<file path="config.mk">
export PLATFORM = sky130hd
export DESIGN_NAME = snake_move_ctrl
export DESIGN_NICKNAME = d
export VERILOG_FILES = /design/src/rtl/snake_pkg.sv /design/src/rtl/snake_tick_div.sv /design/src/rtl/snake_move_ctrl.sv
export SDC_FILE = /design/constraint.sdc
export NUM_CORES = 1
export LEC_CHECK = 0
export CAP_MARGIN = 25
export CELL_PAD_IN_SITES_DETAIL_PLACEMENT = 0
export CELL_PAD_IN_SITES_GLOBAL_PLACEMENT = 1
export CORE_MARGIN = 2
export CORE_UTILIZATION = 40
export CTS_BUF_LIST = sky130_fd_sc_hd__clkbuf_4
export CTS_CLUSTER_DIAMETER = 50
export CTS_CLUSTER_SIZE = 12
export DETAILED_ROUTE_END_ITERATION = 16
export HOLD_SLACK_MARGIN = 0.02
export PLACE_DENSITY = 0.8
export SETUP_SLACK_MARGIN = 0.5
export SYNTH_ARGS = -nofsm -noshare
export SYNTH_HDL_FRONTEND = slang
export SYNTH_SLANG_ARGS = --single-unit
</file>
<file path="constraint.sdc">
create_clock -name clk -period 2.6 [get_ports clk]
set_input_delay 0.26 -clock clk [delete_from_list [all_inputs] [get_ports clk]]
set_output_delay 0.26 -clock clk [all_outputs]
set_load 0.05 [all_outputs]
</file>
<file path="src/rtl/snake_pkg.sv">
// Shared encodings for the snake move controller: directions, FSM states,
// default grid size and a direction helper.
package snake_pkg;

  localparam logic [1:0] DIR_RIGHT = 2'b00;
  localparam logic [1:0] DIR_LEFT  = 2'b01;
  localparam logic [1:0] DIR_UP    = 2'b10;
  localparam logic [1:0] DIR_DOWN  = 2'b11;

  localparam logic [1:0] ST_IDLE  = 2'd0;
  localparam logic [1:0] ST_RUN   = 2'd1;
  localparam logic [1:0] ST_SHIFT = 2'd2;
  localparam logic [1:0] ST_OVER  = 2'd3;

  localparam int GRID_W_DEF = 32;
  localparam int GRID_H_DEF = 24;

  // Opposite pairs differ only in bit 0 (right/left, up/down).
  function automatic logic [1:0] dir_opposite(input logic [1:0] d);
    return {d[1], ~d[0]};
  endfunction

endpackage

</file>
<file path="src/rtl/snake_tick_div.sv">
// Move-tick divider: counts enabled clk cycles and pulses tick for one cycle
// on count TICK_DIV-1, wrapping back to 0 on that same edge.
module snake_tick_div #(
  parameter int TICK_DIV = 2500000,
  parameter int DIV_W    = 22
) (
  input  logic clk,
  input  logic rst,
  input  logic en,
  input  logic clr,
  output logic tick
);

  logic [DIV_W-1:0] r_cnt;

  assign tick = en && (r_cnt == DIV_W'(TICK_DIV - 1));

  always_ff @(posedge clk or negedge rst) begin
    if (!rst) begin
      r_cnt <= '0;
    end else if (clr) begin
      r_cnt <= '0;
    end else if (en) begin
      r_cnt <= tick ? '0 : r_cnt + DIV_W'(1);
    end
  end

endmodule

</file>
<file path="src/rtl/snake_move_ctrl.sv">
// Snake game-step sequencer: move ticks, direction arbitration, next-head
// computation and req/ack handoff to the body register. Edge wrap: SNAKE_WRAP_EN.
//
// Handshake: shift_req rises the cycle after a legal tick and stays high, with
// head_x/head_y stable, until the cycle shift_ack is sampled high; hit_self and
// hit_food are only meaningful in that ack cycle. shift_req drops the next cycle.
module snake_move_ctrl
  import snake_pkg::*;
#(
  parameter int GRID_W   = GRID_W_DEF,
  parameter int GRID_H   = GRID_H_DEF,
  parameter int X_W      = 5,
  parameter int Y_W      = 5,
  parameter int TICK_DIV = 2500000,
  parameter int DIV_W    = 22,
  parameter int SCORE_W  = 8
) (
  input  logic               clk,
  input  logic               rst,
  input  logic               start,
  input  logic               btn_up,
  input  logic               btn_down,
  input  logic               btn_left,
  input  logic               btn_right,
  input  logic               shift_ack,
  input  logic               hit_self,
  input  logic               hit_food,
  output logic               shift_req,
  output logic [X_W-1:0]     head_x,
  output logic [Y_W-1:0]     head_y,
  output logic [1:0]         dir,
  output logic               grow,
  output logic               game_over,
  output logic [SCORE_W-1:0] score,
  output logic [1:0]         dbg_state
);

  logic [1:0]         r_state;
  logic [1:0]         r_dir;
  logic [1:0]         r_pend;
  logic [X_W-1:0]     r_x;
  logic [Y_W-1:0]     r_y;
  logic               r_grow;
  logic [SCORE_W-1:0] r_score;

  logic               w_tick;
  logic               w_start_game;
  logic [1:0]         w_pend_nxt;
  logic [X_W:0]       w_x_ext;
  logic [Y_W:0]       w_y_ext;
  logic               w_x_off;
  logic               w_y_off;
  logic [X_W-1:0]     w_nx;
  logic [Y_W-1:0]     w_ny;
  logic               w_legal;

  assign w_start_game = start && (r_state == ST_IDLE || r_state == ST_OVER);

  snake_tick_div #(
    .TICK_DIV (TICK_DIV),
    .DIV_W    (DIV_W)
  ) u_tick_div (
    .clk  (clk),
    .rst  (rst),
    .en   (r_state == ST_RUN),
    .clr  (w_start_game),
    .tick (w_tick)
  );

  // Lowest priority first so higher-priority presses overwrite; presses that
  // reverse the committed direction drop out before priority is applied.
  always_comb begin
    w_pend_nxt = r_pend;
    if (btn_right && (r_dir != dir_opposite(DIR_RIGHT))) w_pend_nxt = DIR_RIGHT;
    if (btn_left  && (r_dir != dir_opposite(DIR_LEFT)))  w_pend_nxt = DIR_LEFT;
    if (btn_down  && (r_dir != dir_opposite(DIR_DOWN)))  w_pend_nxt = DIR_DOWN;
    if (btn_up    && (r_dir != dir_opposite(DIR_UP)))    w_pend_nxt = DIR_UP;
  end

  // One extra bit catches both x+1 == GRID_W and the 0-1 underflow.
  always_comb begin
    w_x_ext = {1'b0, r_x};
    w_y_ext = {1'b0, r_y};
    case (r_pend)
      DIR_RIGHT: w_x_ext = {1'b0, r_x} + (X_W+1)'(1);
      DIR_LEFT:  w_x_ext = {1'b0, r_x} - (X_W+1)'(1);
      DIR_UP:    w_y_ext = {1'b0, r_y} - (Y_W+1)'(1);
      default:   w_y_ext = {1'b0, r_y} + (Y_W+1)'(1);
    endcase
    w_x_off = (w_x_ext >= (X_W+1)'(GRID_W));
    w_y_off = (w_y_ext >= (Y_W+1)'(GRID_H));
`ifdef SNAKE_WRAP_EN
    w_nx    = w_x_off ? ((r_pend == DIR_RIGHT) ? '0 : X_W'(GRID_W - 1)) : w_x_ext[X_W-1:0];
    w_ny    = w_y_off ? ((r_pend == DIR_DOWN)  ? '0 : Y_W'(GRID_H - 1)) : w_y_ext[Y_W-1:0];
    w_legal = 1'b1;
`else
    w_nx    = w_x_ext[X_W-1:0];
    w_ny    = w_y_ext[Y_W-1:0];
    w_legal = !(w_x_off || w_y_off);
`endif
  end

  always_ff @(posedge clk or negedge rst) begin
    if (!rst) begin
      r_state <= ST_IDLE;
      r_dir   <= DIR_RIGHT;
      r_pend  <= DIR_RIGHT;
      r_x     <= X_W'(GRID_W / 2);
      r_y     <= Y_W'(GRID_H / 2);
      r_grow  <= 1'b0;
      r_score <= '0;
    end else begin
      r_grow <= 1'b0;
      if (r_state != ST_OVER) r_pend <= w_pend_nxt;
      case (r_state)
        ST_IDLE: begin
          if (start) r_state <= ST_RUN;
        end
        ST_RUN: begin
          if (w_tick) begin
            r_dir <= r_pend;
            if (w_legal) begin
              r_x     <= w_nx;
              r_y     <= w_ny;
              r_state <= ST_SHIFT;
            end else begin
              r_state <= ST_OVER;
            end
          end
        end
        ST_SHIFT: begin
          if (shift_ack) begin
            if (hit_self) begin
              r_state <= ST_OVER;
            end else begin
              if (hit_food) begin
                r_grow <= 1'b1;
                if (r_score != '1) r_score <= r_score + SCORE_W'(1);
              end
              r_state <= ST_RUN;
            end
          end
        end
        default: begin
          if (start) begin
            r_x     <= X_W'(GRID_W / 2);
            r_y     <= Y_W'(GRID_H / 2);
            r_dir   <= DIR_RIGHT;
            r_pend  <= DIR_RIGHT;
            r_score <= '0;
            r_state <= ST_RUN;
          end
        end
      endcase
    end
  end

  assign shift_req = (r_state == ST_SHIFT);
  assign game_over = (r_state == ST_OVER);
  assign head_x    = r_x;
  assign head_y    = r_y;
  assign dir       = r_dir;
  assign grow      = r_grow;
  assign score     = r_score;
  assign dbg_state = r_state;

endmodule
</file>
After elaboration in Yosys (flattened, before gate mapping)
Cells that the tools add are included.
Widths: inputs -> output; s select.
Storage, ports and cells
  bits in registers: 47
  bits in latches: 0
  RAM bits: 0
  bits in read-only memories: 0
  input port bits: 10
  output and inout bits: 25
  logic and storage cells: 97
  memories: 0
Cells by class
  $add $sub $neg: 6
  multiply operators: 0
  divide/modulo/power cells: 0
  $lt $le $gt $ge: 2
  equality and inequality tests: 17
  shifts and indexed selects: 0
  multiplexer cells: 39
  bitwise gates (word level): 2
  reductions and logical operators: 23
Operators by type and width (count)
  $mux 22: 3
  $mux 8: 5
  $mux 5: 6
  $mux 2: 13
  $pmux 6 s2: 2
  $add 22x1->22 const B: 1
  $eq 22x22->1 const B: 1
  $pmux 5 s2: 2
  $ne 2x2->1 const B: 8
  $pmux 8 s2: 1
  $add 5x1->6 const B: 2
  $sub 5x1->6 const B: 2
  $add 8x1->8 const B: 1
  $ne 8x8->1 const B: 1
  $pmux 2 s2: 2
  $reduce_bool 2->1: 4
  $eq 2x2->1 const B: 3
  $ge 6x5->1 const B: 1
  $ge 6x6->1 const B: 1
  $logic_and 1x1->1: 6
  $reduce_and 3->1: 2
  $reduce_and 6->1: 1
  $reduce_or 2->1: 3
  $mux 1: 5
  other kinds (8): 13

Longest topological paths before layout
  depth in word-level cells: 9
  depth in mapped cells: 12
  depth with buffers taken out: 10

Modules after synthesis
From an unflattened synthesis, not the netlist that was laid out.
Unflattened totals
  cell total of the unflattened synthesis: 386
  area, all modules: 3383.2 um^2
By module, submodules not included
  snake_move_ctrl: instances 1, cells an instance 235, area an instance 1955.6 um^2, sequential area each 629.4 um^2
  snake_tick_div: instances 1, cells an instance 151, area an instance 1427.6 um^2, sequential area each 550.5 um^2

Worst setup path before layout
No wires, ideal clock.
  kind: reg2reg
  from: reg r_y[1], in the netlist head_y[1]
  to: reg r_y[0], in the netlist head_y[0]
  library setup time: 0.066 ns
  arrival: 2.977 ns
  data required time: 2.534 ns
  path slack: -0.443 ns
  stages on the path, launching flop included: 12
  path buffers: 2
  clock period less this slack: 3.043 ns
  path through: dfrtp_1 > clkbuf_1 > xnor2_1 > ha_1 > or3_1 > or4_1 > o211ai_1 > a211oi_1 > or3_1 > buf_2 > o211ai_1 > mux2_2
On the way
  cells in the longest elaborated chain, start to end: 6
  elaborated cells between the ends (all ways): 7
  those cells by class: 2 x add/sub; 1 x order compare; 1 x eq/ne; 1 x mux; 2 x reduce/logical
RTL lines
  start, declared: RTL line snake_move_ctrl.sv:42  | logic [Y_W-1:0] r_y;
  start signal, assigned: RTL line snake_move_ctrl.sv:109  | r_y <= Y_W'(GRID_H / 2);
  start signal, assigned: RTL line snake_move_ctrl.sv:124  | r_y <= w_ny;
  start signal, assigned: RTL line snake_move_ctrl.sv:147  | r_y <= Y_W'(GRID_H / 2);
  $add 5x1->6 or $sub 5x1->6 (tied branches): RTL line snake_move_ctrl.sv:88, snake_move_ctrl.sv:87
  $pmux 6 s2 (*): RTL line snake_move_ctrl.sv:84  | case (r_pend)
  $ge 6x5->1 (*): RTL line snake_move_ctrl.sv:91  | w_y_off = (w_y_ext >= (Y_W+1)'(GRID_H));
  $logic_or 1x1->1 (*): RTL line snake_move_ctrl.sv:99  | w_legal = !(w_x_off || w_y_off);
  $ne 2x2->1 (no source line) (*)
  $reduce_and 4->1 (no source line) (*)
Every way passes the cells marked *; elsewhere a longest branch is shown, timed or not.
A chain may end at the register's enable or synchronous reset.

Worst setup path in the final report
  from: reg r_pend[0]
  to: reg r_x[0], in the netlist head_x[0]
On the way
  cells in the longest elaborated chain, start to end: 7
  elaborated cells between the ends (all ways): 14
  those cells by class: 2 x order compare; 3 x eq/ne; 5 x mux; 4 x reduce/logical
RTL lines
  start, declared: RTL line snake_move_ctrl.sv:40  | logic [1:0] r_pend;
  start signal, assigned: RTL line snake_move_ctrl.sv:114  | if (r_state != ST_OVER) r_pend <= w_pend_nxt;
  $eq 2x1->1 or $logic_not 2->1 (tied branches): RTL line snake_move_ctrl.sv:84
  $reduce_or 2->1 (no source line)
  $pmux 6 s2: RTL line snake_move_ctrl.sv:84
  $ge 6x5->1: RTL line snake_move_ctrl.sv:91
  $logic_or 1x1->1: RTL line snake_move_ctrl.sv:99
  $ne 2x2->1 (no source line)
  $reduce_and 4->1 (no source line)
  end signal, assigned: RTL line snake_move_ctrl.sv:108  | r_x <= X_W'(GRID_W / 2);
  end signal, assigned: RTL line snake_move_ctrl.sv:123  | r_x <= w_nx;
  end signal, assigned: RTL line snake_move_ctrl.sv:146  | r_x <= X_W'(GRID_W / 2);
  end, declared: RTL line snake_move_ctrl.sv:41  | logic [X_W-1:0] r_x;
Several ways; a longest one is shown, not always the timed one. The select of a mux whose other input is x is not followed.

==> results.md <==
- Clk root buf: clkbuf_4
- Asr flop ratio synth: 1.00
- Die Height: around 90 um
- H-Tree Depth: 2
- Sequential area share after synthesis: 0.395
- CP peak stage delay: 0.51 ns
- Synth top area share: 0.368
- Final hold vios: 0
- Unrepaired setup endpoints after global routing: true
- GPL Wtd Cong: around 0.85
- RR Endpoint: head_x[0]
- Synth Instances: around 350
- Final Cell Area: approximately 0.0042 mm2
- Largest family of logic cells by synthesized area: simple AND/OR/NAND/NOR gates
- Total die area: 0.00818 mm2
- Total power: between 2 and 3 mW
- Nets: between 400 and 500
- First-pass GRT wire length: around 13000 um
- Pre-antenna DRT Iters: 5
- Mapped cell area: 0.00299 mm2
- Min cycle time layout: approximately 2.7 ns
- Max_cap viols: 0
- Synthesized Nets: about 370
- Final core utilization: 0.577
- EDFF count, synth: 0
- Synth top area cells: dfrtp_1 (37%), o21ai_0 (5.7%), nand2_1 (5.1%)
- Sw Ratio: 0.418
- RR Startpoint: r_pend[0]
- Net Switching: 1.22 mW
- Remaining Overflow, GRT: 0
- Hold_ws: roughly 0.33 ns
- Fillers: 677
- Post-DR wirelength/cell: between 10 and 15 um
- Slowest cell on the critical path: o41a_1
- Vias: around 2900
- R2R depth: 9
- Final worst slack: -0.115 ns
- IO Pins: 35
- Setup Viol. Count Final: 7
- Wirelength, routed: about 8000 um
- Post-synthesis compound-gate area fraction: 0.208
- Crit-path cells: nand2b_4, xnor2_2, ha_2, or3_4, or4_1, o211ai_1, a211oi_2, o41a_1, mux2_4
- Critical Path Source Type: flip-flop
- CTS Sinks: between 40 and 50
- 1st-iter DRT viols: 114
- Clock power frac: 0.152
- Post-route ant nets: 0
- Initial antenna violation count: 0
- Dominant cell type by area after synthesis: dfrtp_1
- Vias in the first global route: about 2800
- Cell Area, Placed: 0.00371 mm2
- Multi-input logic area: slightly below 0.002 mm2
- Antenna diodes: 0
- Setup CP Type: reg -> reg
- Post-Synth XOR/XNOR Area: 0.0410
- Max Slew Vio Count: 0
- Combinational share of power: 0.551
- Starting density of the core: 0.412
- Synth-to-Final Area Change: 39.9%
- Clock skew: about 0.021 ns
- Cell leakage power: around 1.8 nW
- Remaining DRCs: 0
- R2r setup slk: -0.11 ns
- PortBufs: 34
- Vias/cell: about 5.5
- Hold crit path type: in -> async
- Fin Setup TNS: -0.546 ns
- Post-Synth Adder-Cell Area: 0.0377
- Worst-Skew Late Latency: ~0.38 ns
- Clock buffers created by TritonCTS: 5
- Crit path DAT: around 3.0 ns
- Longest Clk Path Bufs: 2
- Yosys reg bits: 47
- Placed wire-length estimate: approximately 5500 um
- Flop pwr share: 0.297
- Period utilization: 1.04
- CTS tree: done
- Share of layout cells above drive strength 1: 0.299
- Crit-path max FO: 5
- Power density cells: approximately 700 mW/mm2
- Largest net degree at the start of global routing: 20
- Die Width: approximately 90 um
- Gr usage total: 0.194
- Ys flop type: dfrtp_1
- Fmax: approximately 370 MHz
- Core Box Area: about 0.0073 mm2
- Status: complete, but fails checks
- Mux cell area share after synthesis: 0.0142
- Mapped Avg Cell Area: roughly 8.4 um2
- Clock transition at path regs: ~0.14 ns
- Max VDD drop: about 0.46 mV
- Pint: ~1.7 mW
- Slew margin rel.: 0.658
- CP Capture Type: flip-flop
- Failing checks: setup timing
- Seq. cell area: 0.00119 mm2
- Worst-Margin Slew: 0.509 ns
- Data required, critical path: between 2 and 3 ns
- Yosys warnings: 0
- Row cnt: 31
- Simple logic cell fraction of the synthesized area: 0.264
- Yosys cell types: slightly below 60
-- metal layers --
metal,GRT usage,vias to the layer above,routed length [um]
met5,0,-,0
met4,0.0551,0,147
met3,0.0317,14,186
met2,0.326,46,3890
met1,0.260,1427,3740
li1,-,1454,-
-- cells by family after synthesis --
| logic type | count (synthesis) |
|---|---|
| XOR/XNOR | 14 |
| multiplexers | 4 |
| buffers and inverters | 29 |
| AND/OR/NAND/NOR | 155 |
| AO/OA/AOI/OAI | 96 |
| flip-flops | 47 |
| adder cells (fa/ha/maj) | 9 |
-- cell usage after synthesis, types with 2 or more instances --
cell type,instances
a21oi_1,15
nor2b_1,3
and3_1,5
nand2_1,41
o21ai_0,34
a22o_1,6
nand3_1,11
xor2_1,11
nor2_1,33
inv_1,14
o31ai_1,4
a21o_1,3
o41ai_1,2
nand2b_1,5
a31oi_1,5
dfrtp_1,44
o21a_1,3
dfstp_2,3
ha_1,9
a211oi_1,6
and4_1,4
or3_1,10
nor4_1,3
xnor2_1,3
and2_1,5
mux2_2,2
a211o_1,2
buf_2,2
mux2i_1,2
nand4_1,11
a22oi_1,2
or2_2,3
o211ai_1,3
nor3_1,11
clkbuf_1,10
-- layout make-up --
class,instances,share of cell area
Multi-Input combinational cell,279,0.471
Sequential cell,47,0.284
Timing Repair Buffer,87,0.183
Tap cell,99,0.0296
Inverter,14,0.0138
Clock inverter,3,0.00928
Clock buffer,5,0.00898
-- power by group through the flow --
stage	Clock [mW]	Combinational [mW]	Sequential [mW]
2_1_floorplan	0	0.792	0.975
3_3_place_gp	0	1.23	0.869
3_5_place_dp	0	1.24	0.873
4_1_cts	0.456	1.37	0.863
5_1_grt	0.481	1.73	0.880
6_report	0.443	1.61	0.868
-- placed cells by master (no fill, tap or decap), types with 7 or more instances in the layout --
cell | synthesis | final
buf_4 | 0 | 42
dfrtp_1 | 44 | 39
nand2_1 | 41 | 36
clkdlybuf4s50_1 | 0 | 28
nor2_1 | 33 | 26
o21ai_0 | 34 | 17
o21ai_1 | 0 | 13
inv_1 | 14 | 11
nand3_1 | 11 | 11
nand4_1 | 11 | 11
xor2_1 | 11 | 11
buf_6 | 0 | 10
nor3_1 | 11 | 9
a21oi_1 | 15 | 9
a21oi_2 | 1 | 7
-- worst max-delay path: cells and delay by family, from the launching register on --
family | cells | cell delay, ns
AND/OR/NAND/NOR | 3 | 0.89
AO/OA/AOI/OAI | 3 | 0.74
flip-flops | 1 | 0.40
multiplexers | 1 | 0.28
adder cells (fa/ha/maj) | 1 | 0.17
XOR/XNOR | 1 | 0.13
-- sequential cells by signal, summed over array words and instances (netlist names) --
register and count:
u_tick_div.r_cnt 22, score 8, head_x 5, head_y 5
dbg_state 2, dir 2, r_pend 2, grow 1
-- worst max-delay path by stage --
| stage | start | to | cells past startpoint |
|---|---|---|---|
| after floorplan | head_y[1] | head_y[0] | 11 |
| after CTS | r_pend[0] | head_y[0] | 10 |
| after detailed placement | r_pend[0] | head_y[4] | 11 |
| after global placement | r_pend[0] | head_y[4] | 11 |
| final | r_pend[0] | head_x[0] | 9 |
| after global routing | r_pend[0] | head_y[1] | 10 |
-- through the flow --
step	setup WS, ns	std cells
6_report	-0.115	534
2_1_floorplan	-0.216	354
3_5_place_dp	-0.145	502
5_1_grt	-0.214	534
4_1_cts	-0.0873	521
3_3_place_gp	-0.0632	502
-- timing repair --
| item | 4_1_cts | 5_1_grt |
|---|---|---|
| endpoints found under the hold margin | 14 | 0 |
| cloned | 1 | 0 |
| hold buffers | 1 | 0 |
| setup endpoints to repair | 37 | 34 |
| gates resized for setup | 20 | 44 |
| buffers inserted | 9 | 13 |
| pin swaps | 13 | 16 |
(Power assumes the default switching activity.)
